### src/rtl/ifetch_unit.sv
// ---------------------------------------------------------------------------
// ifetch_unit
//
// Instruction fetch stage that sits directly upstream of the instruction
// register. It holds the PC and runs a request/ready handshake with
// instruction memory. Each completed fetch presents the returned word on
// Instruction and pulses IREnable (and fetch_done) for one cycle.
//
// Ports:
//   CLK          in   system clock, all state updates on the rising edge
//   Reset_n      in   asynchronous active-low reset
//   fetch_start  in   start a fetch at the current PC (sampled in IDLE only)
//   pc_load      in   load PC from pc_load_val (honoured in IDLE only)
//   pc_load_val  in   new PC value
//   mem_ready    in   memory response valid for the outstanding request
//   mem_rdata    in   instruction word from memory
//   mem_req      out  memory read request, held until accepted
//   mem_addr     out  read address, stable while mem_req is high
//   PC           out  current program counter
//   Instruction  out  last fetched word (IR Instruction input)
//   IREnable     out  one-cycle pulse (IR enable)
//   fetch_done   out  one-cycle pulse marking fetch completion
//   fetch_error  out  sticky abort flag (timeout build only, else 0)
//
// Build option:
//   IFETCH_TIMEOUT_EN  when defined, a WAIT that sees no mem_ready for
//                      TIMEOUT_CYCLES cycles is aborted and fetch_error set.
// ---------------------------------------------------------------------------
module ifetch_unit #(
    parameter logic [15:0] RESET_PC       = 16'h0000,
    parameter logic [15:0] PC_INC         = 16'd2,
    parameter int          TIMEOUT_CYCLES = 16
) (
    input  logic        CLK,
    input  logic        Reset_n,
    input  logic        fetch_start,
    input  logic        pc_load,
    input  logic [15:0] pc_load_val,
    input  logic        mem_ready,
    input  logic [15:0] mem_rdata,
    output logic        mem_req,
    output logic [15:0] mem_addr,
    output logic [15:0] PC,
    output logic [15:0] Instruction,
    output logic        IREnable,
    output logic        fetch_done,
    output logic        fetch_error
);

    typedef enum logic [1:0] {
        S_IDLE = 2'd0,
        S_WAIT = 2'd1,
        S_DONE = 2'd2
    } state_t;

    state_t      state_q, state_d;
    logic [15:0] pc_q, pc_d;
    logic        mem_req_q, mem_req_d;
    logic [15:0] addr_q, addr_d;
    logic [15:0] instr_q, instr_d;
    logic        ire_q, ire_d;
    logic        done_q, done_d;

`ifdef IFETCH_TIMEOUT_EN
    logic        err_q, err_d;
    logic [7:0]  cnt_q, cnt_d;
`endif

    always_ff @(posedge CLK or negedge Reset_n) begin
        if (!Reset_n) begin
            state_q   <= S_IDLE;
            pc_q      <= RESET_PC;
            mem_req_q <= 1'b0;
            addr_q    <= 16'h0000;
            instr_q   <= 16'h0000;
            ire_q     <= 1'b0;
            done_q    <= 1'b0;
`ifdef IFETCH_TIMEOUT_EN
            err_q     <= 1'b0;
            cnt_q     <= 8'd0;
`endif
        end else begin
            state_q   <= state_d;
            pc_q      <= pc_d;
            mem_req_q <= mem_req_d;
            addr_q    <= addr_d;
            instr_q   <= instr_d;
            ire_q     <= ire_d;
            done_q    <= done_d;
`ifdef IFETCH_TIMEOUT_EN
            err_q     <= err_d;
            cnt_q     <= cnt_d;
`endif
        end
    end

    always_comb begin
        state_d   = state_q;
        pc_d      = pc_q;
        mem_req_d = mem_req_q;
        addr_d    = addr_q;
        instr_d   = instr_q;
        // Pulses default low so they last exactly one cycle.
        ire_d     = 1'b0;
        done_d    = 1'b0;
`ifdef IFETCH_TIMEOUT_EN
        err_d     = err_q;
        cnt_d     = cnt_q;
`endif
        case (state_q)
            S_IDLE: begin
                mem_req_d = 1'b0;
                // pc_load wins over a simultaneous fetch_start.
                if (pc_load) begin
                    pc_d = pc_load_val;
                end else if (fetch_start) begin
                    addr_d    = pc_q;
                    mem_req_d = 1'b1;
`ifdef IFETCH_TIMEOUT_EN
                    err_d     = 1'b0;
                    cnt_d     = 8'd0;
`endif
                    state_d   = S_WAIT;
                end
            end
            S_WAIT: begin
                if (mem_ready) begin
                    instr_d   = mem_rdata;
                    pc_d      = pc_q + PC_INC;   // wraps modulo 2^16
                    mem_req_d = 1'b0;
                    ire_d     = 1'b1;
                    done_d    = 1'b1;
                    state_d   = S_DONE;
`ifdef IFETCH_TIMEOUT_EN
                end else if (cnt_q == 8'(TIMEOUT_CYCLES - 1)) begin
                    // Abort: PC is left untouched so the fetch can be retried.
                    mem_req_d = 1'b0;
                    err_d     = 1'b1;
                    state_d   = S_IDLE;
                end else begin
                    cnt_d = cnt_q + 8'd1;
`endif
                end
            end
            S_DONE: begin
                mem_req_d = 1'b0;
                state_d   = S_IDLE;
            end
            default: begin
                // Unreachable encoding: fall back to a clean idle.
                mem_req_d = 1'b0;
                state_d   = S_IDLE;
            end
        endcase
    end

    assign mem_req     = mem_req_q;
    assign mem_addr    = addr_q;
    assign PC          = pc_q;
    assign Instruction = instr_q;
    assign IREnable    = ire_q;
    assign fetch_done  = done_q;

`ifdef IFETCH_TIMEOUT_EN
    assign fetch_error = err_q;
`else
    // Timeout logic absent: the abort flag can never be raised.
    logic unused_timeout_cfg;
    assign unused_timeout_cfg = |TIMEOUT_CYCLES;
    assign fetch_error        = 1'b0;
`endif

endmodule

### config.mk
export PLATFORM = sky130hd
export DESIGN_NAME = ifetch_unit
export DESIGN_NICKNAME = d
export VERILOG_FILES = /design/src/rtl/ifetch_unit.sv
export SDC_FILE = /design/constraint.sdc
export NUM_CORES = 1
export LEC_CHECK = 0
export CAP_MARGIN = 5
export CORE_MARGIN = 8
export CORE_UTILIZATION = 41
export CTS_BUF_LIST = sky130_fd_sc_hd__clkbuf_2 sky130_fd_sc_hd__clkbuf_4 sky130_fd_sc_hd__clkbuf_8
export DETAILED_ROUTE_END_ITERATION = 6
export HOLD_SLACK_MARGIN = 0.1
export PLACE_DENSITY = 0.82
export SYNTH_ARGS = -nofsm -noshare
export SYNTH_HDL_FRONTEND = slang
export SYNTH_SLANG_ARGS = --single-unit
### constraint.sdc
create_clock -name CLK -period 1.6 [get_ports CLK]
set_input_delay 0.16 -clock CLK [delete_from_list [all_inputs] [get_ports CLK]]
set_output_delay 0.16 -clock CLK [all_outputs]
set_load 0.1 [all_outputs]
After elaboration in Yosys (flattened, before gate mapping)
Index checks and enable logic that the tools add are counted.

word-level totals
  output and inout bits = 52
  input bits = 37
  flip-flop bits (word level) = 52
  logic and storage cells = 32

operators by class
  reduce and logical (&&, ||, !) cells = 6
  add/sub/neg operators = 1
  equality and inequality tests = 5
  mux-type cells = 13
  bitwise operators = 1

operator list
  operator                                                                number
  16-bit 2-to-1 mux                                                       2
  16-bit one-hot mux with 2 select lines                                  1
  16-bit by 2-bit adder with 16-bit output (second input constant)        1
  3-bit AND reduction                                                     3
  2-bit != test (second input constant)                                   4
  2-bit 2-to-1 mux                                                        3
  1-bit 2-to-1 mux                                                        5
  2-bit one-hot mux with 2 select lines                                   1
  2-bit by 1-bit equality test with 1-bit output (second input constant)  1
  2-bit logical NOT                                                       1
  1-bit one-hot mux with 2 select lines                                   1
  2-bit AND reduction                                                     1
  2-bit nonzero test                                                      1
  1-bit NOT                                                               1

Depth between registers and ports, before layout
Gate-level depths: netlist of the first run.

  word-level depth = 3
  depth in mapped cells = 6

Least setup slack after synthesis of the first run
OpenSTA, ideal clock, no wires.

  kind = register to register
  from = reg pc_q[2] (netlist: PC[2])
  to = reg pc_q[15] (netlist: PC[15])
  setup slack = -565 ps
  clock period less this slack = 2,165 ps
  arrival = 2,085 ps
  data required time = 1,520 ps
  stages on the path, launching flop included = 7
  setup time = 80 ps
  path buffers = 1
  path through = dfrtp_1 > ha_1 > and4_1 > buf_2 > nand4_1 > a21oi_1 > a2bb2oi_1

on the way
  word-level cells in the longest chain between the ends = 3

ends and longest elaborated chain
  what                                      RTL line  RTL
  start: declaration                        57        logic [15:0] pc_q, pc_d;
  start signal: assignment                  84        pc_q <= pc_d;
  16-bit by 2-bit adder with 16-bit output  129       pc_d = pc_q + PC_INC;
  16-bit 2-to-1 mux                         127       if (mem_ready) begin
  16-bit one-hot mux with 2 select lines    110       case (state_q)

Every way passes these cells. The select of a mux whose other input is x is not followed.
A chain may end at the register's enable or synchronous reset.

Worst setup path in the final report of the first run
  from = reg state_q[1]
  to = reg pc_q[12] (netlist: PC[12])

on the way
  word-level cells in the longest chain between the ends = 3

ends and longest elaborated chain
  what                                                                                        RTL line  RTL
  start: declaration                                                                          56        state_t state_q, state_d;
  start signal: assignment                                                                    83        state_q <= state_d;
  2-bit by 1-bit equality test with 1-bit output / 2-bit logical NOT (equally long branches)  110
  2-bit != test (no line) / 2-bit nonzero test (equally long branches)                        -
  3-bit AND reduction (no line)                                                               -

Parallel ways exist; a longest one is shown, timed or not.

==> results.py, run 1 <==
metrics = {
    "clocking": {
        "htreeDepth": 2,
        "cts_inserted_buffers": 5,
        "clock-sinks": 52,
        "cts_buffer_depth": 2,
        "cts-root-buf": "clkbuf_8",
        "clk_pin_slew_ps": 100,
        "clock_latency_ps": 310,
        "cts_tree": "done",
    },
    "outcome": {
        "status": "complete, no violations",
    },
    "cells_and_area": {
        "fin_util": 0.707,
        "fillCellCount": 387,
        "nets": 333,
        "layout-drive-gt1-share": 0.432,
        "syn2layout_area_growth_pct": 69.8,
        "n_antenna_cell": 0,
    },
    "sta": {
        "timing.final.crit_share": 0.983,
        "period_minus_slack_ps": 1570,
        "setup_violations": 0,
        "fmax_mhz": 636,
        "slew_violations": 0,
        "fin_skew_ps": 12.8,
        "hold_violations": 0,
    },
    "critical_path": {
        "critical_path_class": "reg2reg",
        "end_kind": "flip-flop",
        "critPathMaxFanout": 13,
        "rr_worst_depth": 5,
        "cp.required_ps": 1790,
        "critPathLaunchType": "flip-flop",
        "worst_ep_arrival_time_ps": 1760,
    },
    "placement": {
        "dp_hpwl_um": 5160,
        "gp_congestion": 0.835,
        "port_buffers": 87,
    },
    "synth": {
        "yosys_warnings": 0,
        "synth_edf_count": 0,
        "ys_async_sr_fraction": 1.00,
        "ys.flop_type": "dfrtp_1",
        "synth_top_area_share": 0.541,
        "syn_inst": 198,
        "synthTopCellsByArea": "dfrtp_1, mux2_2, mux2_4",
        "ys_ff_latch": 52,
        "syn_nets": 236,
        "synth_area_leader_cell": "dfrtp_1",
        "yosysUniqueCellTypes": 41,
        "synth_area_per_cell_um2": 12.2,
        "netlist_area_um2": 2410,
        "ys_seq_area_frac": 0.541,
    },
    "grt": {
        "met2_usage": 0.277,
        "antenna_found_initial": 0,
        "grt_max_degree": 27,
        "grt_pass1_wl_um": 10800,
        "grt_pass1_vias": 2150,
        "grt-busiest-layer": "met2",
        "grt-ovfl-total": 0,
        "track_usage": 0.156,
        "grt_use_met1": 0.176,
        "grt_use_met3": 0.0550,
    },
    "drt": {
        "drc": 0,
        "via_per_inst": 5.52,
        "drtPass1Iterations": 4,
        "avgRoutedWirePerCell_um": 18.8,
        "drt-total-wl_um": 6980,
        "drt-initial-drc-count": 114,
        "via_count": 2049,
        "drtAntennaViolNets": 0,
    },
    "floorplan": {
        "floorplan.io_pins": 89,
        "core_um2": 5780,
        "rows": 28,
        "start_util": 0.416,
        "die_area_um2": 8580,
        "die_y_um": 92.6,
        "dieWidth_um": 92.6,
    },
    "flow_run": {
        "drv_cap": 0,
    },
    "hold_path": {
        "hold_class": "in2async",
    },
}
per-stage QoR:
stage | hold WS [ps] | cells | setup TNS [ps] | setup slack [ps] | area, um^2
2_1_floorplan | -136 | 198 | -39.2 | -39.2 | 2460
3_3_place_gp | 116 | 358 | -61.9 | -19.6 | 3920
3_5_place_dp | 120 | 358 | -249 | -33.8 | 3920
4_1_cts | 328 | 367 | 0 | 21.8 | 4030
5_1_grt | 364 | 371 | -48.6 | -34.9 | 4090
6_report | 327 | 371 | 0 | 26.8 | 4090
worst max-delay path, cell delays in order (launching register included):
cell     delay (ps)
dfrtp_1         470
nor2b_1         280
buf_6           210
nand4_1         150
o32ai_1         250
a21oi_1         100
Yosys cell counts (2+ instances only):
cell / n
o22ai_1: 5
nand4_1: 4
dfrtp_1: 52
buf_6: 3
and4_1: 3
a2bb2oi_1: 5
and2_1: 3
nand3_1: 6
o21ai_0: 10
nand2_1: 10
inv_1: 2
a21oi_1: 16
nor3_1: 2
mux2_4: 9
mux2_2: 24
nor2_1: 11
buf_2: 6
buf_4: 2
o41ai_1: 2
and3_1: 2
sequential cells by signal, indices dropped and copies added (netlist names):
name / cells
mem_addr: 16
Instruction: 16
state_q: 2
mem_req: 1
fetch_done: 1
PC: 16
placed cells by master (no fill, tap or decap), types with 2 or more instances in the layout:
cell              n
dfrtp_1          38
dfrtp_4           4
buf_2             2
inv_1             2
clkinvlp_4        2
and3_1            2
nand4_1           4
o22ai_1           5
nand3_1           6
buf_12           55
o21ai_0          10
and2_1            3
buf_4             9
and4_1            2
clkbuf_8          6
dfrtp_2          10
clkdlybuf4s50_1  35
mux2_2           24
nor2_1           11
mux2_4            9
o41ai_1           2
nand2_1          10
nor3_1            2
a21oi_1          16
a2bb2oi_1         5
routing by layer:
layer	up-vias	wire, um
li1	915	-
met1	1021	2520
met2	97	3760
met3	16	564
met4	0	131
met5	-	0
path summary, 6_finish.rpt:
check | start | to | slack [ps]
worst max-delay path | state_q[1]$_DFFE_PN0P_ | PC[12]$_DFFE_PN0P_ | 30
max in group asynchronous | Reset_n | Instruction[14]$_DFFE_PN0P_ | 640
worst min-delay path | Reset_n | mem_addr[6]$_DFFE_PN0P_ | 330
worst max register to register | state_q[1]$_DFFE_PN0P_ | PC[12]$_DFFE_PN0P_ | 30
worst min register to register | mem_req$_DFFE_PN0P_ | mem_req$_DFFE_PN0P_ | 550
min in group CLK | pc_load_val[2] | PC[2]$_DFFE_PN0P_ | 440
kinds of logic (layout without fill, tap and decap cells):
family	after synthesis	in the layout	synth area share
flops	52	52	0.541
simple gates	48	48	0.110
compound gates	47	47	0.124
mux	34	34	0.173
buf+inv	15	113	0.0457
fa+ha+maj	1	1	0.00520
other cells	1	1	0.00156
repair_timing:
item,CTS,global route
gates cloned,0,1
hold buffers,1,0
buffers inserted,0,3
hold endpoints to repair,17,0
gates resized for setup,1,2
pin swaps,0,1
endpoints found under the setup margin,1,13
final cells by class:
cell class,instances,area (um^2),share of cell area
clock inverters,2,15.0,0.00367
inverters,2,7.51,0.00184
multi-input cells,131,1010,0.247
flip-flops and latches,52,1330,0.325
clock buffers,6,82.6,0.0202
repair buffers,103,1550,0.379
well taps,75,93.8,0.0230
Power of run 1 is not shown: default switching activity piles up to over one toggle a cycle in this logic, so the estimate is an artifact.
==> inputs of run 2 (changes only) <==
- SETUP_SLACK_MARGIN: default -> 0.15
==> run 2 against run 1 <==
The run now ends with setup timing left. Global-route usage rose by 0.81 points. Cell area grew 7.0%. Clock-buffer cell count is the same. Cell count up 3.0%. Maximum frequency decreased by 6.1%. Largest cell class unchanged. Flip-flop and latch count unchanged. Via count is 0.15% higher. Sequential share of layout area shrank 1.7 points. First-iteration DRC count up 66%. Critical path depth unchanged.
==> results.py, run 2 (synthesized netlist as in run 1, its figures left out) <==
metrics = {
    "cells_and_area": {
        "final_cell_mix": "buf_12, dfrtp_1, clkdlybuf4s50_1",
        "fin_util": 0.756,
        "syn2layout_area_growth_pct": 81.7,
        "n_antenna_cell": 0,
        "final_common_cell": "buf_12",
        "layout-drive-gt1-share": 0.495,
        "stdcell_area_um2": 4370,
        "nets": 344,
    },
    "sta": {
        "setup_slack_ps": -74.6,
        "fmax_mhz": 597,
        "slew_violations": 0,
        "tightest_slew_ps": 531,
        "setup_violations": 1,
        "rsz0062_at_grt": "yes",
        "relSlewSlack": 0.646,
        "fin_skew_ps": 11.3,
        "hold_ws_ps": 357,
        "period_minus_slack_ps": 1670,
        "hold_violations": 0,
        "timing.final.crit_share": 1.05,
    },
    "drt": {
        "via_count": 2052,
        "via_per_inst": 5.37,
        "drt-total-wl_um": 7610,
        "drt-initial-drc-count": 189,
        "avgRoutedWirePerCell_um": 19.9,
        "drtPass1Iterations": 4,
        "drtAntennaViolNets": 0,
        "drc": 0,
    },
    "clocking": {
        "cts-root-buf": "clkbuf_8",
        "cts_tree": "done",
        "cts_inserted_buffers": 5,
        "clk_pin_slew_ps": 100,
        "clock-sinks": 52,
        "htreeDepth": 2,
        "clock_latency_ps": 310,
        "cts_buffer_depth": 2,
    },
    "grt": {
        "grt_max_degree": 31,
        "grt_pass1_vias": 2186,
        "antenna_found_initial": 0,
        "grt_pass1_wl_um": 11400,
        "track_usage": 0.164,
        "grt-ovfl-total": 0,
    },
    "floorplan": {
        "floorplan.io_pins": 89,
        "die_area_um2": 8580,
        "start_util": 0.416,
        "rows": 28,
        "dieWidth_um": 92.6,
        "core_um2": 5780,
        "die_y_um": 92.6,
    },
    "critical_path": {
        "critical_path_class": "reg2reg",
        "cp_top_family": "compound AO/OA/AOI/OAI gates",
        "path_cells": "nor2b_2, buf_6, nand4_1, o32ai_2, a21oi_1",
        "critPathMaxFanout": 5,
        "critPathLaunchType": "flip-flop",
        "cp.required_ps": 1760,
        "worst_ep_arrival_time_ps": 1830,
        "critPathBufInv": 1,
        "end_kind": "flip-flop",
        "rrSetupSlack_ps": -70,
        "critPathSlowestCell": "dfrtp_2",
        "cpPeakStageDelay_ps": 440,
    },
    "placement": {
        "place_area_um2": 3970,
        "gp_congestion": 0.843,
        "dp_hpwl_um": 5070,
        "port_buffers": 87,
    },
    "hold_path": {
        "hold_class": "in2async",
    },
    "outcome": {
        "violations": "setup timing",
        "status": "complete, but fails checks",
    },
    "flow_run": {
        "drv_cap": 0,
    },
}
-- run 2: layout make-up --
type / instances / area (um^2)
Fill cell: 339 / 1410
Multi-Input combinational cell: 131 / 1120
Timing Repair Buffer: 114 / 1680
Inverter: 2 / 7.51
Clock buffer: 6 / 82.6
Clock inverter: 2 / 38.8
Sequential cell: 52 / 1350
Tap cell: 75 / 93.8
-- run 2: layer usage --
layer / vias up / track usage / wire [um] / part of all wire
li1: 940 / - / - / -
met1: 1023 / 0.203 / 3070 / 0.40
met2: 83 / 0.277 / 4000 / 0.52
met3: 6 / 0.0494 / 491 / 0.064
met4: 0 / 0.0336 / 57 / 0.0075
met5: - / 0 / 0 / 0
-- run 2: what timing repair did --
item / in CTS / in global routing
pin swaps: 2 / 7
endpoints found under the setup margin: 36 / 40
resized for setup: 8 / 19
hold endpoints to repair: 22 / 0
cloned: 0 / 2
hold buffers: 1 / 0
setup buffers: 5 / 9
-- run 2: path summary, 6_finish.rpt --
check	start	endpoint	cells past startpoint
max	state_q[0]$_DFFE_PN0P_	PC[12]$_DFFE_PN0P_	5
min	Reset_n	mem_addr[8]$_DFFE_PN0P_	2
max reg2reg	state_q[0]$_DFFE_PN0P_	PC[12]$_DFFE_PN0P_	5
min reg2reg	mem_req$_DFFE_PN0P_	mem_req$_DFFE_PN0P_	1
max in group asynchronous	Reset_n	PC[6]$_DFFE_PN0P_	3
min in group CLK	pc_load_val[2]	PC[2]$_DFFE_PN0P_	3
-- run 2: stage by stage --
| step | TNS, ps | setup slack, ps | cells |
|---|---|---|---|
| after global routing | -102 | -102 | 382 |
| final | -74.6 | -74.6 | 382 |
| after CTS | 0 | 107 | 371 |
| after global placement | -632 | -41.2 | 357 |
| after floorplan | -21.1 | -21.1 | 198 |
| after detailed placement | -1420 | -90.2 | 357 |
Power of run 2 is left out for the same reason.
